<file path="config.mk">
export PLATFORM = sky130hd
export DESIGN_NAME = pc_sequencer
export DESIGN_NICKNAME = d
export VERILOG_FILES = /design/src/rtl/pcp_pkg.sv /design/src/rtl/ret_stack.sv /design/src/rtl/pc_sequencer.sv
export SDC_FILE = /design/constraint.sdc
export NUM_CORES = 1
export LEC_CHECK = 0
export ABC_CLOCK_PERIOD_IN_PS = 3950
export BUFFER_PORTS_ARGS = -buffer_cell sky130_fd_sc_hd__buf_2
export CAP_MARGIN = 10
export CELL_PAD_IN_SITES_DETAIL_PLACEMENT = 1
export CELL_PAD_IN_SITES_GLOBAL_PLACEMENT = 2
export CORE_ASPECT_RATIO = 0.5
export CORE_UTILIZATION = 37
export CTS_CLUSTER_SIZE = 12
export DETAILED_ROUTE_END_ITERATION = 16
export HOLD_SLACK_MARGIN = 0.15
export PLACE_DENSITY_LB_ADDON = 0.1
export REMOVE_ABC_BUFFERS = 1
export SYNTH_ARGS = -nofsm -noshare
export SYNTH_HDL_FRONTEND = slang
export SYNTH_SLANG_ARGS = --single-unit
</file>
<file path="constraint.sdc">
create_clock -name clk_i -period 3.95 [get_ports clk_i]
set_clock_uncertainty 0.1 [all_clocks]
set_input_delay 0.79 -clock clk_i [delete_from_list [all_inputs] [get_ports clk_i]]
set_output_delay 0.79 -clock clk_i [all_outputs]
set_load 0.02 [all_outputs]
</file>
<file path="src/rtl/pcp_pkg.sv">
// Shared encodings for the PCP program-counter sequencer: branch/call operations and FSM states.
package pcp_pkg;

  typedef enum logic [2:0] {
    PC_SEQ  = 3'd0,
    PC_JMP  = 3'd1,
    PC_BRR  = 3'd2,
    PC_CALL = 3'd3,
    PC_RET  = 3'd4,
    PC_HLT  = 3'd5
  } pc_op_e;

  typedef enum logic [1:0] {
    ST_RUN   = 2'd0,
    ST_HALT  = 2'd1,
    ST_FAULT = 2'd2
  } pc_state_e;

endpackage

</file>
<file path="src/rtl/ret_stack.sv">
// Return-address LIFO for the sequencer. Pushing into a full stack or popping an empty one is ignored.
module ret_stack #(
  parameter int W     = 10,
  parameter int DEPTH = 4
) (
  input  logic                       clk_i,
  input  logic                       rst_ni,
  input  logic                       push_i,
  input  logic                       pop_i,
  input  logic [W-1:0]               din_i,
  output logic [W-1:0]               dout_o,
  output logic [$clog2(DEPTH+1)-1:0] depth_o,
  output logic                       full_o,
  output logic                       empty_o
);

  localparam int DW = $clog2(DEPTH + 1);
  localparam int AW = (DEPTH > 1) ? $clog2(DEPTH) : 1;

  logic [W-1:0]  mem_q [DEPTH];
  logic [DW-1:0] depth_q, depth_d;
  logic [DW-1:0] top_q;
  logic          do_push, do_pop;

  assign full_o  = (depth_q == DW'(DEPTH));
  assign empty_o = (depth_q == '0);
  assign do_push = push_i && !full_o;
  assign do_pop  = pop_i && !empty_o && !push_i;
  assign top_q   = depth_q - DW'(1);
  assign dout_o  = empty_o ? '0 : mem_q[top_q[AW-1:0]];
  assign depth_o = depth_q;

  always_comb begin
    depth_d = depth_q;
    if (do_push) begin
      depth_d = depth_q + DW'(1);
    end else if (do_pop) begin
      depth_d = depth_q - DW'(1);
    end
  end

  always_ff @(posedge clk_i or negedge rst_ni) begin
    if (!rst_ni) begin
      depth_q <= '0;
    end else begin
      depth_q <= depth_d;
    end
  end

  // Contents need no reset: entries above depth_q are never read.
  always_ff @(posedge clk_i) begin
    if (do_push) begin
      mem_q[depth_q[AW-1:0]] <= din_i;
    end
  end

endmodule

</file>
<file path="src/rtl/pc_sequencer.sv">
// Program-counter unit: PC register, next-fetch mux, call/return stack and RUN/HALT/FAULT control.
//
// state    | meaning
// ST_RUN   | executing; pc_op selects next pc
// ST_HALT  | pc frozen until resume
// ST_FAULT | stack over/underflow; pc and stack frozen until reset
module pc_sequencer
  import pcp_pkg::*;
#(
  parameter int              ADDR_W      = 10,
  parameter int              OFF_W       = 8,
  parameter int              STACK_DEPTH = 4,
  parameter logic [ADDR_W-1:0] RESET_ADDR = '0
) (
  input  logic                             clk_i,
  input  logic                             rst_ni,
  input  logic                             en_i,
  input  logic [2:0]                       pc_op_i,
  input  logic                             cond_i,
  input  logic [ADDR_W-1:0]                target_i,
  input  logic [OFF_W-1:0]                 offset_i,
  input  logic                             resume_i,
  output logic [ADDR_W-1:0]                pc_o,
  output logic [ADDR_W-1:0]                next_pc_o,
  output logic                             halted_o,
  output logic                             faulted_o,
  output logic [$clog2(STACK_DEPTH+1)-1:0] stk_depth_o,
  output logic                             err_ovf_o,
  output logic                             err_unf_o
);

  pc_state_e         state_q, state_d;
  logic [ADDR_W-1:0] pc_q, pc_d;
  logic              err_ovf_q, err_ovf_d;
  logic              err_unf_q, err_unf_d;

  logic              push, pop;
  logic [ADDR_W-1:0] stk_top;
  logic              stk_full, stk_empty;

  pc_op_e                   op;
  logic [ADDR_W-1:0]        pc_inc;
  logic signed [OFF_W-1:0]  off_s;
  logic [ADDR_W-1:0]        off_ext;

  assign op      = pc_op_e'(pc_op_i);
  assign pc_inc  = pc_q + ADDR_W'(1);
  assign off_s   = offset_i;
  assign off_ext = ADDR_W'(off_s);

  ret_stack #(
    .W     (ADDR_W),
    .DEPTH (STACK_DEPTH)
  ) u_ret_stack (
    .clk_i   (clk_i),
    .rst_ni  (rst_ni),
    .push_i  (push),
    .pop_i   (pop),
    .din_i   (pc_inc),
    .dout_o  (stk_top),
    .depth_o (stk_depth_o),
    .full_o  (stk_full),
    .empty_o (stk_empty)
  );

  always_comb begin
    state_d   = state_q;
    pc_d      = pc_q;
    err_ovf_d = err_ovf_q;
    err_unf_d = err_unf_q;
    push      = 1'b0;
    pop       = 1'b0;
    if (en_i) begin
      unique case (state_q)
        ST_RUN: begin
          case (op)
            PC_JMP:  pc_d = cond_i ? target_i : pc_inc;
            PC_BRR:  pc_d = cond_i ? (pc_q + off_ext) : pc_inc;
            PC_CALL: begin
              if (stk_full) begin
                err_ovf_d = 1'b1;
                state_d   = ST_FAULT;
              end else begin
                push = 1'b1;
                pc_d = target_i;
              end
            end
            PC_RET: begin
              if (stk_empty) begin
                err_unf_d = 1'b1;
                state_d   = ST_FAULT;
              end else begin
                pop  = 1'b1;
                pc_d = stk_top;
              end
            end
            PC_HLT:  state_d = ST_HALT;
            default: pc_d = pc_inc;
          endcase
        end
        ST_HALT: begin
          if (resume_i) begin
            state_d = ST_RUN;
            pc_d    = pc_inc;
          end
        end
        default: ;
      endcase
    end
  end

  always_ff @(posedge clk_i or negedge rst_ni) begin
    if (!rst_ni) begin
      state_q   <= ST_RUN;
      pc_q      <= RESET_ADDR;
      err_ovf_q <= 1'b0;
      err_unf_q <= 1'b0;
    end else begin
      state_q   <= state_d;
      pc_q      <= pc_d;
      err_ovf_q <= err_ovf_d;
      err_unf_q <= err_unf_d;
    end
  end

  assign pc_o      = pc_q;
  assign next_pc_o = pc_d;
  assign halted_o  = (state_q == ST_HALT);
  assign faulted_o = (state_q == ST_FAULT);
  assign err_ovf_o = err_ovf_q;
  assign err_unf_o = err_unf_q;

endmodule
</file>
==> results.ini, run 1 <==
[synthesis]
synth_cell_type_count = 78
synth_edf_count = 40
synthFlopType = edfxtp_1
ys_ff_latch = 57
ys_seq_area_frac = 0.4228
syn_area_per_cell_um2 = 10.31
netlist_area_um2 = 3847
yosysWarningCount = 0
synth.area.top_cells = edfxtp_1 31%, dfrtp_1 11%, ha_1 5.2%
synth_top_area_frac = 0.3122
async_flop_share = 0.2982
synth.largest_area_cell = edfxtp_1
syn-instance-count = 373

[clock_tree]
cts_tree = built
cts_sinks = 57
clk_latency_ns = 0.33
hold_buffers = 0
cts_made_buffers = 9
clkTransAtPathRegs_ns = 0.05
clock_tree.buffer_depth = 2
htree_levels = 3
cts-root-buf = clkbuf_16

[setup_path]
cp-end-kind = output port
startpoint_type = input port
r2r-end = u_ret_stack.mem_q[0][8]$_DFFE_PP_
cp.arrival_ns = 3.03
cp_max_fo = 2
crit_required_ns = 3.06
r2r_slack_ns = 1.03
regToRegStartpoint = u_ret_stack.depth_o[1]$_DFFE_PN0P_
criticalPathCategory = in -> out
r2r_cells = 7

[job]
max-cap-violations = 0

[floorplanning]
dieArea_um2 = 10830
io_pins = 53
start_util = 0.3942
core_area_um2 = 9759
die_width_um = 146.2
rows = 25
die_h_um = 74.11

[place]
port_buffers = 52
gp_congestion = 0.7978
dpl.hpwl_um = 9985

[layout]
drive_above_1_share = 0.2686
area_growth_syn_to_layout_pct = 21.43
final_cell_mix = 51 x buf_2, 40 x edfxtp_1, 36 x o21ai_0
fillers = 1104
diodes = 0
fin_nets = 481
final_common_cell = buf_2

[sta]
setup_tns_ns = 0
hold_viol = 0
tightest_slew_ns = 0.8552
slew_headroom = 0.4238
max_freq_ghz = 0.2548
finalSetupViolCount = 0
rsz0062_at_grt = yes
min_period_over_period = 0.9934
finalCriticalPeriod_ns = 3.924
whs_ns = 0.3129
slew_viol_final = 0

[detailed_routing]
wl_per_cell_um = 22.58
drtAntennaViolNets = 0
drc_errors = 0
vias_per_cell = 5.785
firstDrtPassIters = 5
vias = 3344
routed_wl_um = 13050
dr.first_iter.drc_count = 286

[global_routing]
grt_pass1_wl_um = 19980
antenna_found_initial = 0
grt_usage = 0.2538
gr-total-overflow = 0
grt_pass1_vias = 3367
grt_max_degree = 18

[power]
ir_worst_vdd_mv = 0.3933
cellLeakagePower_nw = 1.885
power_density_nw_per_um2 = 722.6

[outcome]
status = completed

[min_path]
worstHoldPathType = in -> async

metal layers:
metal  share of wire  global-route usage  vias to the layer above
met5               0                   0                        -
li1                -                   -                     1558
met2            0.42              0.3762                       95
met4          0.0079             0.05787                        0
met3           0.055             0.05460                       11
met1            0.52              0.3788                     1680
state kept, by name (all words and copies together), names as in the netlist:
register / cells
u_ret_stack.mem_q: 40
err_ovf_o: 1
u_ret_stack.depth_o: 3
state_q: 2
err_unf_o: 1
pc_o: 10
cells by family after synthesis:
group | share of synthesized area
AND/OR/NAND/NOR | 0.1483
flip-flops | 0.4228
buffers and inverters | 0.03935
adder cells (fa/ha/maj) | 0.05984
multiplexers | 0.08098
XOR/XNOR | 0.03155
AO/OA/AOI/OAI | 0.2172
cells in the mapped netlist, drive strengths merged, types with 4 or more instances:
cell type / number
a211oi: 4
a21oi: 30
a22o: 4
a22oi: 4
and3: 7
buf: 11
clkbuf: 6
dfrtp: 17
edfxtp: 40
ha: 16
inv: 17
mux4: 10
nand2: 28
nand2b: 9
nand3: 9
nor2: 29
nor2b: 6
nor3: 5
o21ai: 43
xnor2: 8
xor2: 5
critical path, cell delays in order:
cell and delay [ns]:
buf_2 0.09, ha_1 0.17, inv_1 0.06, fa_2 0.34
nand2b_4 0.15, a21oi_1 0.12, nor2_1 0.05, o31a_1 0.28
o311a_1 0.34, a211oi_1 0.23, o22a_1 0.26, buf_6 0.14
per-stage QoR:
step,area (µm²),cells,utilization,setup WS (ns),power (mW)
floorplan,3760,356,-,0.3135,1.911
global placement,4324,561,0.4431,-0.04141,2.498
detailed placement,4324,561,0.4431,-0.1417,2.559
CTS,4644,578,0.4759,0.04285,3.369
global route,4672,578,0.4787,-0.04174,3.561
finish,4672,578,0.4787,0.02609,3.376
repair_timing:
action	in CTS	in global routing
setup buffers	1	0
resized for setup	4	5
pin swaps	2	0
setup endpoints to repair	1	5
endpoints found under the hold margin	0	0
power by group:
part / internal (mW) / switching [mW]
clock network: 0.489 / 0.282
logic: 0.660 / 1.03
registers: 0.782 / 0.134
cell type report:
class	count	area [µm²]	area share
Tap cell	135	168.9	0.03615
Multi-Input combinational cell	282	2107	0.4510
Clock buffer	10	229.0	0.04901
Timing Repair Buffer	71	409.1	0.08757
Inverter	17	63.81	0.01366
Clock inverter	6	67.56	0.01446
Sequential cell	57	1627	0.3482
how the worst max path moves through the flow:
stage | startpoint | end | slack (ns) | cells after the start
after floorplan | offset_i[0] | next_pc_o[4] | 0.31 | 10
after CTS | offset_i[0] | next_pc_o[4] | 0.04 | 12
after global routing | offset_i[0] | next_pc_o[4] | -0.04 | 12
after detailed placement | offset_i[0] | next_pc_o[4] | -0.14 | 12
final | offset_i[0] | next_pc_o[4] | 0.03 | 12
after global placement | offset_i[0] | next_pc_o[4] | -0.04 | 12
(Power assumes the default switching activity.)
==> run 2, diff against run 1 <==
Settings changed: PLACE_DENSITY_LB_ADDON 0.1 to 0.15.
==> run 2 against run 1 <==
Largest cell class unchanged. Maximum frequency rose by 0.63%. First-iteration DRC count down 20%. Final cell count up 0.17%. Highest routed layer unchanged. Sequential share of layout area up 0.21 points.
==> results.ini, run 2 (synthesis results as in run 1) <==
[outcome]
status = completed

[clock_tree]
htree_levels = 3  ; unchanged
cts_tree = built
clock_tree.buffer_depth = 2  ; unchanged
cts-root-buf = clkbuf_16
cts_sinks = 57  ; unchanged
clkTransAtPathRegs_ns = 0.05  ; about the same
clk_latency_ns = 0.32  ; about the same
cts_made_buffers = 9  ; unchanged
post_cts_buffers = 0  ; -1

[setup_path]
crit_required_ns = 3.06  ; about the same
cp.arrival_ns = 3.01  ; -0.02 ns
cp-end-kind = output port
criticalPathCategory = in -> out
cp_max_fo = 2  ; unchanged
startpoint_type = input port

[sta]
slew_viol_final = 0  ; unchanged
slew_headroom = 0.4379  ; +0.01407
finalCriticalPeriod_ns = 3.899  ; -0.02447 ns
hold_viol = 0  ; unchanged
min_period_over_period = 0.9872  ; -0.006195
whs_ns = 0.3266  ; +0.01361 ns
max_freq_ghz = 0.2564  ; +0.63%
finalSetupViolCount = 0  ; unchanged
setup_slack_ns = 0.05056  ; +0.02447 ns
setup_tns_ns = 0  ; unchanged
tightest_slew_ns = 0.8343  ; -0.02088 ns
rsz0062_at_grt = yes

[floorplanning]
dieArea_um2 = 10830  ; unchanged
io_pins = 53  ; unchanged
rows = 25  ; unchanged
core_area_um2 = 9759  ; unchanged
die_h_um = 74.11  ; unchanged
start_util = 0.3942  ; unchanged
die_width_um = 146.2  ; unchanged

[place]
dp.cells = 562  ; +0.18%
port_buffers = 52  ; unchanged
dpl_cell_area_um2 = 4332  ; +0.17%
dp_slack_ns = -0.1318  ; +0.009908 ns
dpl.hpwl_um = 9910  ; -0.75%
gp_congestion = 0.8136  ; +2.0%

[detailed_routing]
drtAntennaViolNets = 0  ; unchanged
vias = 3398  ; +1.6%
dr.first_iter.drc_count = 229  ; -20%
drc_errors = 0  ; unchanged
routed_wl_um = 13010  ; -0.37%
vias_per_cell = 5.869  ; +1.4%
wl_per_cell_um = 22.46  ; -0.54%
firstDrtPassIters = 5  ; unchanged

[global_routing]
grt_max_degree = 18  ; unchanged
antenna_found_initial = 0  ; unchanged
grt_usage = 0.2512  ; -0.002565
gr-total-overflow = 0  ; unchanged
grt_pass1_wl_um = 20020  ; +0.21%
grt_pass1_vias = 3461  ; +2.8%

[layout]
final_cell_mix = 51 x buf_2, 40 x edfxtp_1, 36 x o21ai_0
final_common_cell = buf_2
fin_nets = 481  ; unchanged
instances_no_fill = 579  ; +0.17%
fillers = 1111  ; +0.63%
fin_area_um2 = 4644  ; -0.59%
seqCellArea_um2 = 1627  ; unchanged
final_core_util = 0.4759  ; -0.002821
area_growth_syn_to_layout_pct = 20.72
multi_input_area_um2 = 2108  ; about the same
drive_above_1_share = 0.2686  ; unchanged
largest_register_ffs = 40  ; unchanged

[power]
power_switching_share = 0.4349  ; +0.006941
p_int_mw = 1.862  ; -3.6%
ir_worst_vdd_mv = 0.3847  ; -2.2%
p_comb_frac = 0.513  ; +0.013
power_mw = 3.295  ; -2.4%
seq_power_share = 0.277  ; +0.006
p_clk_frac = 0.210  ; -0.018
p_sw_mw = 1.433  ; -0.82%
cellLeakagePower_nw = 1.870  ; -0.82%
power_density_nw_per_um2 = 709.5  ; -1.8%

[job]
max-cap-violations = 0  ; unchanged

[min_path]
worstHoldPathType = in -> async

==> run 2: timing repair <==
| item | 4_1_cts | 5_1_grt |
|---|---|---|
| pin swaps | 2 | 0 |
| gates cloned | 0 | 0 |
| hold buffers | 0 | 0 |
| endpoints found under the setup margin | 1 | 4 |
| resized for setup | 3 | 7 |
==> run 2: layer usage <==
layer	track usage	share of wire	wire length, µm
met1	0.3771	0.51	6570
met2	0.3810	0.42	5437
met3	0.04110	0.071	919
met4	0.05556	0.0060	78
met5	0	0	0
==> run 2: cell type report <==
cell class,instances,area share
Multi-Input combinational cell,282,0.4539
Sequential cell,57,0.3502
Timing Repair Buffer,71,0.08809
Clock buffer,11,0.05011
Tap cell,135,0.03637
Inverter,17,0.01374
Clock inverter,5,0.007004
Antenna cell,1,0.0005388
==> run 2: worst paths after layout <==
kind,start,to,slack (ns),cells past startpoint
worst min register to register,err_unf_o$_DFFE_PN0P_,err_unf_o$_DFFE_PN0P_,0.37,1
worst max register to register,u_ret_stack.depth_o[1]$_DFFE_PN0P_,u_ret_stack.mem_q[2][8]$_DFFE_PP_,1.00,7
max in group asynchronous,rst_ni,state_q[1]$_DFFE_PN0P_,3.09,1
worst max-delay path,offset_i[0],next_pc_o[4],0.05,12
worst min-delay path,rst_ni,u_ret_stack.depth_o[1]$_DFFE_PN0P_,0.33,1
min in group clk_i,err_unf_o$_DFFE_PN0P_,err_unf_o$_DFFE_PN0P_,0.37,1
==> run 2: power by group through the flow <==
stage	sequential, mW	combinational [mW]	clock [mW]
global route	0.925	1.82	0.726
finish	0.913	1.69	0.692
detailed placement	0.918	1.64	0
global placement	0.915	1.57	0
floorplan	1.02	0.893	0
CTS	0.907	1.66	0.700
==> run 2: critical path, stage by stage <==
cell	delay [ns]
buf_2	0.08
ha_2	0.16
inv_1	0.05
fa_2	0.35
nand2b_4	0.16
a21oi_2	0.11
nor2_1	0.05
o31a_1	0.30
o311a_1	0.34
a2111oi_2	0.22
o22a_1	0.26
buf_6	0.14
==> run 3, diff against run 2 <==
Settings changed: SYNTH_HIERARCHICAL set to 1.
==> run 3 against run 2 <==
Synthesized area increased by 3.0%. Critical path depth fell by 2. Final cell count grew 3.6%. Largest power group unchanged. Design area is 4.4% higher. First-iteration DRC count increased by 10%.
==> results.ini, run 3 <==
[power]
power_mw = 3.178  ; -3.5%
power_density_nw_per_um2 = 655.2  ; -7.7%
cellLeakagePower_nw = 1.990  ; +6.4%
ir_worst_vdd_mv = 0.2838  ; -26%

[layout]
final_cell_mix = 52 x buf_2, 40 x edfxtp_1, 30 x o21ai_0
largest_register_ffs = 40  ; unchanged
drive_above_1_share = 0.2870  ; +0.01833
instances_no_fill = 600  ; +3.6%
final_common_cell = buf_2
fin_area_um2 = 4851  ; +4.4%
fin_nets = 497  ; +3.3%
diodes = 0  ; -1
area_growth_syn_to_layout_pct = 22.42

[outcome]
status = completed

[place]
gp_congestion = 0.8609  ; +5.8%
port_buffers = 52  ; unchanged
dpl.hpwl_um = 10580  ; +6.7%
dp.cells = 579  ; +3.0%
dpl_cell_area_um2 = 4468  ; +3.1%

[sta]
finalCriticalPeriod_ns = 3.787  ; -0.1124 ns
whs_ns = 0.3387  ; +0.01212 ns
min_period_over_period = 0.9587  ; -0.02845
hold_viol = 0  ; unchanged
setup_tns_ns = 0  ; unchanged
finalSetupViolCount = 0  ; unchanged
slew_headroom = 0.4626  ; +0.02471
max_freq_ghz = 0.2641  ; +3.0%
slew_viol_final = 0  ; unchanged
tightest_slew_ns = 0.8003  ; -0.03400 ns
rsz0062_at_grt = no

[synthesis]
syn-instance-count = 385  ; +3.2%
yosysMostFrequentCell = edfxtp_1
synth_top_area_frac = 0.3031  ; -0.009069
yosysWarningCount = 6  ; +6
async_flop_share = 0.2982  ; unchanged
synthFlopType = edfxtp_1
synth_edf_count = 40  ; unchanged
synth_cell_type_count = 66  ; -15%
netlist_area_um2 = 3963  ; +3.0%
synth.largest_area_cell = edfxtp_1
syn_area_per_cell_um2 = 10.29  ; -0.22%
ys_seq_area_frac = 0.4105  ; -0.01228
ys_ff_latch = 57  ; unchanged
synth_commonest_cells = 40 x edfxtp_1, 30 x o21ai_0, 27 x nor2_1
synth.area.top_cells = edfxtp_1 30%, dfrtp_1 11%, mux4_2 5.1%

[detailed_routing]
vias_per_cell = 5.840  ; -0.49%
drc_errors = 0  ; unchanged
vias = 3504  ; +3.1%
routed_wl_um = 13950  ; +7.3%
dr.first_iter.drc_count = 253  ; +10%
firstDrtPassIters = 4  ; -1
drtAntennaViolNets = 0  ; unchanged
wl_per_cell_um = 23.25  ; +3.5%

[setup_path]
crit_end = next_pc_o[7]
cp_max_fo = 6  ; +4
startpoint_type = flop
cp-end-kind = output port
r2r_cells = 6  ; -1
criticalPathCategory = reg -> out
critical_path_depth = 10  ; -2
path_cells = inv_1 > ha_4 > mux4_2 > nor2b_4 > or3_1 > a31oi_2 > nand3_1 > o211ai_1 > a21oi_1 > buf_2
regToRegStartpoint = state_q[1]$_DFFE_PN0P_
r2r-end = u_ret_stack/mem_q[3][9]$_DFFE_PP_
crit_required_ns = 3.06  ; about the same
cp.arrival_ns = 2.90  ; -0.11 ns
crit_family = simple AND/OR/NAND/NOR gates
max_stage_delay_ns = 0.42  ; +0.07 ns
path_buf_inv = 2  ; -1
r2r_slack_ns = 0.88  ; -0.12 ns
crit_start = u_ret_stack/depth_o[1]$_DFFE_PN0P_
cp_slowest_cell = or3_1

[global_routing]
gr-total-overflow = 0  ; unchanged
antenna_found_initial = 0  ; unchanged
grt_max_degree = 23  ; +5
grt_pass1_wl_um = 20910  ; +4.4%
grt_usage = 0.2601  ; +0.008893
grt_pass1_vias = 3505  ; +1.3%

[clock_tree]
htree_levels = 3  ; unchanged
cts-root-buf = clkbuf_16
cts_sinks = 57  ; unchanged
clock_tree.buffer_depth = 2  ; unchanged
cts_tree = built
cts_made_buffers = 9  ; unchanged
clk_latency_ns = 0.32  ; about the same
clkTransAtPathRegs_ns = 0.06  ; about the same

[job]
max-cap-violations = 0  ; unchanged

[min_path]
worstHoldPathType = in -> async

[floorplanning]
die_h_um = 75.18  ; +1.4%
die_width_um = 148.4  ; +1.5%
dieArea_um2 = 11150  ; +2.9%
io_pins = 53  ; unchanged
rows = 26  ; +4.0%
start_util = 0.3843  ; -0.009979
core_area_um2 = 10310  ; +5.7%

-- run 3: layout make-up --
cell class | count | area (µm²)
clock buffer | 11 | 242.7
timing repair buffer | 81 | 478.0
clock inverter | 5 | 55.05
inverter | 17 | 63.81
fill | 1175 | 5461
tap | 140 | 175.2
multi-input combinational | 289 | 2208
sequential | 57 | 1628
-- run 3: worst min path at each step --
stage,startpoint,to,slack [ns],depth (start not counted)
3_3_place_gp,err_ovf_o$_DFFE_PN0P_,err_ovf_o$_DFFE_PN0P_,0.34,1
4_1_cts,rst_ni,u_ret_stack/depth_o[2]$_DFFE_PN0P_,0.35,1
3_5_place_dp,err_ovf_o$_DFFE_PN0P_,err_ovf_o$_DFFE_PN0P_,0.35,1
5_1_grt,rst_ni,u_ret_stack/depth_o[0]$_DFFE_PN0P_,0.37,1
2_1_floorplan,rst_ni,err_ovf_o$_DFFE_PN0P_,0.39,0
6_report,rst_ni,pc_o[6]$_DFF_PN0_,0.34,1
-- run 3: report_power, final --
part	switching, mW	internal (mW)	total, mW	leakage (nW)
logic	0.878	0.665	1.54	1.27
clock network	0.271	0.503	0.774	0.142
registers	0.118	0.744	0.862	0.581
total	1.27	1.91	3.18	1.99
-- run 3: layer usage --
layer	vias to the layer above	track usage	part of all wire
met1	1792	0.3821	0.50
met4	0	0.06644	0.011
li1	1598	-	-
met2	101	0.3959	0.43
met5	-	0	0
met3	13	0.04727	0.055
-- run 3: worst reg2reg max path: cells and delay by family, from the launching register on --
| kind | cells | cell delay [ns] |
|---|---|---|
| flip-flops | 1 | 0.42 |
| AO/OA/AOI/OAI | 1 | 0.37 |
| AND/OR/NAND/NOR | 4 | 1.59 |
| buffers and inverters | 1 | 0.21 |
-- run 3: kinds of logic (layout without fill, tap and decap cells) --
group,after synthesis,in the layout,share of synthesized area
compound gates,116,116,0.1999
xor+xnor,20,20,0.04421
fa+ha+maj,16,16,0.05242
buf+inv,39,114,0.04389
flops,57,57,0.4105
mux,14,14,0.06820
simple gates,123,123,0.1809
-- run 3: stage by stage --
step | setup slack (ns) | utilization
finish | 0.1630 | 0.4704
global route | 0.009074 | 0.4704
CTS | 0.06302 | 0.4646
detailed placement | 0.1944 | 0.4333
global placement | 0.2326 | 0.4333
floorplan | -0.2801 | -
-- run 3: what timing repair did --
item / 4_1_cts / 5_1_grt
hold buffers: 0 / 0
setup buffers: 0 / 5
pin swaps: 0 / 1
gates resized for setup: 5 / 4
endpoints found under the setup margin: 4 / 5
